<file path="src/rtl/pe_pkg.sv">
// Shared types and constants for the PE-column opsum accumulator.
package pe_pkg;

    localparam int unsigned PE_PSUM_W = 8;
    localparam int unsigned PE_ACC_W  = 16;
    localparam int unsigned PE_OUT_W  = 8;

    typedef logic signed [PE_PSUM_W-1:0] psum_t;
    typedef logic signed [PE_ACC_W-1:0]  acc_t;
    typedef logic signed [PE_OUT_W-1:0]  ofmap_t;

    typedef enum logic [1:0] {
        IDLE,
        ACCUM,
        DRAIN
    } state_t;

    // Saturation bounds at the default widths
    localparam acc_t   ACC_MAX = {1'b0, {(PE_ACC_W-1){1'b1}}};
    localparam acc_t   ACC_MIN = {1'b1, {(PE_ACC_W-1){1'b0}}};
    localparam ofmap_t OUT_MAX = {1'b0, {(PE_OUT_W-1){1'b1}}};
    localparam ofmap_t OUT_MIN = {1'b1, {(PE_OUT_W-1){1'b0}}};

endpackage

</file>
<file path="src/rtl/opsum_accumulator_sat_narrow.sv">
// sat_narrow: combinational signed saturating reduction from IN_W to OUT_W bits.
module sat_narrow #(
    parameter int unsigned IN_W  = 17,
    parameter int unsigned OUT_W = 16
) (
    input  logic signed [IN_W-1:0]  i_din,
    output logic signed [OUT_W-1:0] o_dout
);

    // Output-range bounds expressed at the input width so the compare is exact
    localparam logic signed [IN_W-1:0] MAXV = {{(IN_W-OUT_W+1){1'b0}}, {(OUT_W-1){1'b1}}};
    localparam logic signed [IN_W-1:0] MINV = {{(IN_W-OUT_W+1){1'b1}}, {(OUT_W-1){1'b0}}};

    always_comb begin
        o_dout = i_din[OUT_W-1:0];
        if (i_din > MAXV) begin
            o_dout = MAXV[OUT_W-1:0];
        end else if (i_din < MINV) begin
            o_dout = MINV[OUT_W-1:0];
        end
    end

endmodule

</file>
<file path="src/rtl/opsum_accumulator.sv">
// Multi-pass signed psum accumulator with saturated drain to the GLB write path.
// Optional build macro OPSUM_ACC_RELU_EN clamps negative drained values to zero.
module opsum_accumulator
    import pe_pkg::*;
#(
    parameter int unsigned PSUM_DATA_SIZE = 8,
    parameter int unsigned ACC_DATA_SIZE  = 16,
    parameter int unsigned OUT_DATA_SIZE  = 8,
    parameter int unsigned ACC_DEPTH      = 24,
    parameter int unsigned CONFIG_F_BIT   = 8,
    parameter int unsigned CONFIG_N_BIT   = 4
) (
    input  logic                             clk,
    input  logic                             rst,
    input  logic                             set_info,
    input  logic [CONFIG_F_BIT-1:0]          config_F,
    input  logic [CONFIG_N_BIT-1:0]          config_N,
    input  logic signed [PSUM_DATA_SIZE-1:0] opsum,
    input  logic                             opsum_enable,
    output logic                             opsum_ready,
    output logic signed [OUT_DATA_SIZE-1:0]  ofmap,
    output logic                             ofmap_enable,
    input  logic                             ofmap_ready,
    output logic                             busy,
    output logic                             done
);

    localparam int unsigned IDX_W = (ACC_DEPTH > 1) ? $clog2(ACC_DEPTH) : 1;

    state_t                          r_state;
    logic [IDX_W-1:0]                r_idx;
    logic [IDX_W-1:0]                r_f_last;
    logic [CONFIG_N_BIT-1:0]         r_pass;
    logic [CONFIG_N_BIT-1:0]         r_n_last;
    logic                            r_ofmap_enable;
    logic                            r_done;
    logic signed [ACC_DATA_SIZE-1:0] r_acc [ACC_DEPTH];

    logic [IDX_W-1:0]                w_f_last;
    logic [CONFIG_N_BIT-1:0]         w_n_last;
    logic                            w_accept;
    logic                            w_last_idx;
    logic                            w_last_pass;
    logic signed [ACC_DATA_SIZE-1:0] w_opsum_ext;
    logic signed [ACC_DATA_SIZE-1:0] w_cur;
    logic signed [ACC_DATA_SIZE:0]   w_sum;
    logic signed [ACC_DATA_SIZE-1:0] w_sum_sat;
    logic signed [ACC_DATA_SIZE-1:0] w_wr;
    logic signed [ACC_DATA_SIZE-1:0] w_pre_out;
    logic signed [OUT_DATA_SIZE-1:0] w_ofmap;

    // Stored as last-index / last-pass so the hot compares need no subtract
    always_comb begin
        if (config_F == '0) begin
            w_f_last = '0;
        end else if (config_F > CONFIG_F_BIT'(ACC_DEPTH)) begin
            w_f_last = IDX_W'(ACC_DEPTH - 1);
        end else begin
            w_f_last = IDX_W'(config_F - 1'b1);
        end
        w_n_last = (config_N == '0) ? '0 : config_N - 1'b1;
    end

    assign w_accept    = (r_state == ACCUM) && opsum_enable;
    assign w_last_idx  = (r_idx == r_f_last);
    assign w_last_pass = (r_pass == r_n_last);

    assign w_opsum_ext = {{(ACC_DATA_SIZE-PSUM_DATA_SIZE){opsum[PSUM_DATA_SIZE-1]}}, opsum};
    assign w_cur       = r_acc[r_idx];
    assign w_sum       = {w_cur[ACC_DATA_SIZE-1], w_cur} +
                         {w_opsum_ext[ACC_DATA_SIZE-1], w_opsum_ext};

    sat_narrow #(
        .IN_W  (ACC_DATA_SIZE + 1),
        .OUT_W (ACC_DATA_SIZE)
    ) u_sat_acc (
        .i_din  (w_sum),
        .o_dout (w_sum_sat)
    );

    assign w_wr = (r_pass == '0) ? w_opsum_ext : w_sum_sat;

    // Buffer has no reset: pass 0 always overwrites every live entry
    always_ff @(posedge clk) begin
        if (rst && w_accept) begin
            r_acc[r_idx] <= w_wr;
        end
    end

    always_ff @(posedge clk) begin
        if (!rst) begin
            r_state        <= IDLE;
            r_idx          <= '0;
            r_pass         <= '0;
            r_ofmap_enable <= 1'b0;
            r_done         <= 1'b0;
        end else begin
            r_done <= 1'b0;
            case (r_state)
                IDLE: begin
                    if (set_info) begin
                        r_f_last <= w_f_last;
                        r_n_last <= w_n_last;
                        r_idx    <= '0;
                        r_pass   <= '0;
                        r_state  <= ACCUM;
                    end
                end
                ACCUM: begin
                    if (opsum_enable) begin
                        if (w_last_idx) begin
                            r_idx  <= '0;
                            r_pass <= r_pass + 1'b1;
                            if (w_last_pass) begin
                                r_state        <= DRAIN;
                                r_ofmap_enable <= 1'b1;
                            end
                        end else begin
                            r_idx <= r_idx + 1'b1;
                        end
                    end
                end
                DRAIN: begin
                    if (ofmap_ready) begin
                        if (w_last_idx) begin
                            r_idx          <= '0;
                            r_ofmap_enable <= 1'b0;
                            r_done         <= 1'b1;
                            r_state        <= IDLE;
                        end else begin
                            r_idx <= r_idx + 1'b1;
                        end
                    end
                end
                default: r_state <= IDLE;
            endcase
        end
    end

`ifdef OPSUM_ACC_RELU_EN
    assign w_pre_out = w_cur[ACC_DATA_SIZE-1] ? '0 : w_cur;
`else
    assign w_pre_out = w_cur;
`endif

    sat_narrow #(
        .IN_W  (ACC_DATA_SIZE),
        .OUT_W (OUT_DATA_SIZE)
    ) u_sat_out (
        .i_din  (w_pre_out),
        .o_dout (w_ofmap)
    );

    assign ofmap        = w_ofmap;
    assign ofmap_enable = r_ofmap_enable;
    assign opsum_ready  = (r_state == ACCUM);
    assign busy         = (r_state != IDLE);
    assign done         = r_done;

endmodule

</file>
<file path="config.mk">
export PLATFORM = sky130hd
export DESIGN_NAME = opsum_accumulator
export DESIGN_NICKNAME = d
export VERILOG_FILES = /design/src/rtl/pe_pkg.sv /design/src/rtl/opsum_accumulator_sat_narrow.sv /design/src/rtl/opsum_accumulator.sv
export SDC_FILE = /design/constraint.sdc
export NUM_CORES = 1
export LEC_CHECK = 0
export CORE_AREA = 10 10 238 240
export DETAILED_ROUTE_END_ITERATION = 6
export DIE_AREA = 0 0 248 250
export PLACE_DENSITY_LB_ADDON = 0.1
export REMOVE_ABC_BUFFERS = 1
export SYNTH_ARGS = -nofsm -noshare
export SYNTH_HDL_FRONTEND = slang
export SYNTH_SLANG_ARGS = --single-unit
</file>
<file path="constraint.sdc">
create_clock -name clk -period 12.7 [get_ports clk]
set_clock_uncertainty 0.15 [all_clocks]
set_input_delay 1.905 -clock clk [delete_from_list [all_inputs] [get_ports clk]]
set_output_delay 1.905 -clock clk [all_outputs]
set_load 0.01 [all_outputs]
</file>
==> flow_metrics.env <==
export IMPL_cts_hold_buffers_added=0
export IMPL_time_the_worst_path_needs_with_i_o_delays_and_setup_ps=7360
export IMPL_detail_route_vias_per_cell=5.09
export IMPL_mostFrequentLayoutCells="edfxtp_1, mux4_2, nand2_1"
export IMPL_timing_critical_path_to_type="output port"
export IMPL_most_instantiated_flip_flop_cell_in_the_synthesis_netlist="edfxtp_1"
export IMPL_cts_made_buffers=45
export IMPL_die_span_in_x_um=248
export IMPL_report_final_slew_viol_count=0
export IMPL_layout_commonest_cell="edfxtp_1"
export IMPL_path_class="register to output port"
export IMPL_synth_enable_flop_cells=393
export IMPL_pin_count_of_the_biggest_net_entering_global_routing=46
export IMPL_wl_per_cell_um=23.8
export IMPL_setup_worst_path_end="ofmap[4]"
export IMPL_port_bufs=36
export IMPL_power_density_cell_area_nw_per_um2=156
export IMPL_fin_cells=1777
export IMPL_syn_mean_instance_area_um2=18.0
export IMPL_worst_path_dominant_cell_family="buffers and inverters"
export IMPL_syn_to_final_growth_pct=16.8
export IMPL_final_core_utilization_pct=39.0
export IMPL_critical_path_slowest_cell="buf_4"
export IMPL_cp_cell_sequence="buf_4 -> buf_4 -> mux4_2 -> mux2_2 -> nand2_1 -> o211ai_1 -> nor4_2 -> nand2_1 -> a21oi_1 -> nor2_1 -> clkdlybuf4s50_1"
export IMPL_critical_r2r_capture="r_acc[4][12]$_DFFE_PP_"
export IMPL_clk_insertion_delay_late_ps=580
export IMPL_first_iter_violations=693
export IMPL_finalHoldViolCount=0
export IMPL_drc=0
export IMPL_synth_async_sr_flop_share_pct=0
export IMPL_dr_pass1_iters=5
export IMPL_antenna_found_initial=0
export IMPL_max_capacitance_violation_total=0
export IMPL_vias_in_the_first_global_route=9644
export IMPL_clk_path_buf_depth=3
export IMPL_numClockSinks=411
export IMPL_min_delay_path_class="register to register"
export IMPL_fmax_mhz=136
export IMPL_totalWireLength_um=42200
export IMPL_fp_dieH_um=250
export IMPL_clkSlewWorstSetupHoldPaths_ps=60
export IMPL_start_util_pct=33.4
export IMPL_setup_worst_path_start_class="register"
export IMPL_crit_path_largest_cell_delay_ps=840
export IMPL_via_count=9051
export IMPL_gp_routability_congestion=0.756
export IMPL_h_tree_depth=2
export IMPL_grt_setup_unrepaired="no"
export IMPL_maxSlewHeadroom_pct=24.5
export IMPL_root_buffer="clkbuf_16"
export IMPL_critical_path_arrival_ps=5300
export IMPL_crit_cells=11
export IMPL_report_final_setup_viol=0
export IMPL_leakagePower_nw=6.40
export IMPL_netlist_cell_type_count=64
export IMPL_cts_repair_timing_setup_buffer_count=0
export IMPL_drive_above_1_share_pct=23.7
export IMPL_timing_reg2reg_worst_path_depth=15
export IMPL_status="finished clean"
export IMPL_half_perimeter_wire_length_of_the_detailed_placement_result_um=25900
export IMPL_grt_pass1_wl_um=63300
export IMPL_floorplan_io_pins=37
export IMPL_final_worst_path_cycle_share_pct=57.9
export IMPL_tritoncts="done"
export IMPL_worst_reg2reg_setup_slack_ps=5430
export IMPL_ys_ff_latch=411
export IMPL_crit_path_max_fanout=45
export IMPL_area_of_the_mapped_netlist_um2=17400
export IMPL_floorplan_core_area_um2=52000
export IMPL_nets=1110
export IMPL_placed_cell_count=1695
export IMPL_timing_critical_path_required_ps=10640
export IMPL_grt_ovfl_total=0
export IMPL_post_synth_inst_count=964
export IMPL_core_rowCount=84
export IMPL_globalRouteTotalUtil_pct=13.7
export IMPL_ir_drop_uv=82.9
export IMPL_yosys_warnings=0
export IMPL_crit_buf_inv=3
export IMPL_fin_tns_setup_ps=0
export IMPL_ant_nets=0
export IMPL_timing_worst_slew_pin_value_ps=1130
export IMPL_synth_seq_area_share_pct=70.0
export IMPL_die_area_um2=62000
export IMPL_cts_resized_gates=0
export IMPL_finalPower_mw=3.17
## synthesized netlist by cell type, types with 3 or more instances
library cell  number  area [um2]
edfxtp_1         393       11800
mux4_2           100        2250
nor2_1            67         251
nand2_1           51         191
a21oi_1           36         180
ha_1              30         375
inv_1             25        93.8
dfxtp_1           18         360
xnor2_1           16         140
clkbuf_1          15        56.3
o21ai_0           15        75.1
mux2i_1           14         140
nor3_1            11        55.1
o21ai_1           11        55.1
buf_2              9        45.0
o211ai_1           9        67.6
o22ai_1            9        56.3
xor2_1             9        78.8
mux2_2             7        78.8
nand2b_1           7        43.8
nand4_1            7        43.8
nor2b_1            7        43.8
o21a_1             7        52.6
a22oi_1            6        45.0
a32oi_1            6        52.6
and3_1             6        37.5
a21o_1             5        37.5
nand3_1            5        25.0
buf_12             4        80.1
buf_4              4        30.0
mux4_1             4         105
a21boi_1           3        22.5
buf_1              3        11.3
buf_6              3        33.8
nand3b_1           3        22.5
o21bai_1           3        22.5
## registers in the layout, summed over array words and instances, names as in the netlist, named ones only
signal / flops
done: 1
ofmap_enable: 1
r_acc: 384
r_f_last: 5
r_idx: 5
r_n_last: 4
r_pass: 4
r_state: 2
## area by class of cell
type,count,area [um2]
tap,688,861
clock buffer,59,1260
multi-input combinational,486,4900
timing repair buffer,82,706
fill,4757,31700
clock inverter,22,283
inverter,28,105
sequential,411,12200
antenna,1,2.50
## where the power goes
part / total, mW / internal, mW / switching, mW
combinational: 0.290 / 0.129 / 0.161
clock: 1.37 / 0.839 / 0.528
sequential: 1.52 / 1.50 / 0.0120
total: 3.17 / 2.47 / 0.702
## through the flow
| step | hold WS, ps | setup WS (ps) | instance area, um2 |
|---|---|---|---|
| 6_report | 325 | 5340 | 20300 |
| 4_1_cts | 332 | 5090 | 20300 |
| 3_5_place_dp | 312 | 5290 | 18700 |
| 2_1_floorplan | 331 | 4450 | 17100 |
| 3_3_place_gp | 308 | 5370 | 18700 |
| 5_1_grt | 374 | 4680 | 20300 |
## how the worst min path moves through the flow
| stage | startpoint | end | depth (start not counted) |
|---|---|---|---|
| floorplan | r_pass[3]$_SDFFE_PN0P_ | r_pass[3]$_SDFFE_PN0P_ | 2 |
| global placement | ofmap_enable$_SDFFE_PN0P_ | ofmap_enable$_SDFFE_PN0P_ | 2 |
| detailed placement | ofmap_enable$_SDFFE_PN0P_ | ofmap_enable$_SDFFE_PN0P_ | 2 |
| CTS | ofmap_enable$_SDFFE_PN0P_ | ofmap_enable$_SDFFE_PN0P_ | 2 |
| global route | ofmap_enable$_SDFFE_PN0P_ | ofmap_enable$_SDFFE_PN0P_ | 2 |
| finish | ofmap_enable$_SDFFE_PN0P_ | ofmap_enable$_SDFFE_PN0P_ | 2 |
## cells by family after synthesis
group           share of synthesized area, %
mux                                     14.8
simple gates                            4.75
xor+xnor                                1.26
flops                                   70.0
buf+inv                                 2.17
fa+ha+maj                               2.27
compound gates                          4.76
## worst min-delay path, cell delays in order, from the launching register on
cell and delay [ps]:
dfxtp_1 330, a21oi_1 40, nor2_1 70
## routing by layer
metal  vias up  GRT usage, %  part of all wire (%)
li1       4060             -                     -
met1      4778          19.2                    47
met2       156          21.8                    47
met3        57          2.46                   3.6
met4         0          3.41                   1.8
met5         -             0                     0
Note: power is estimated with default switching activity, not from simulation.
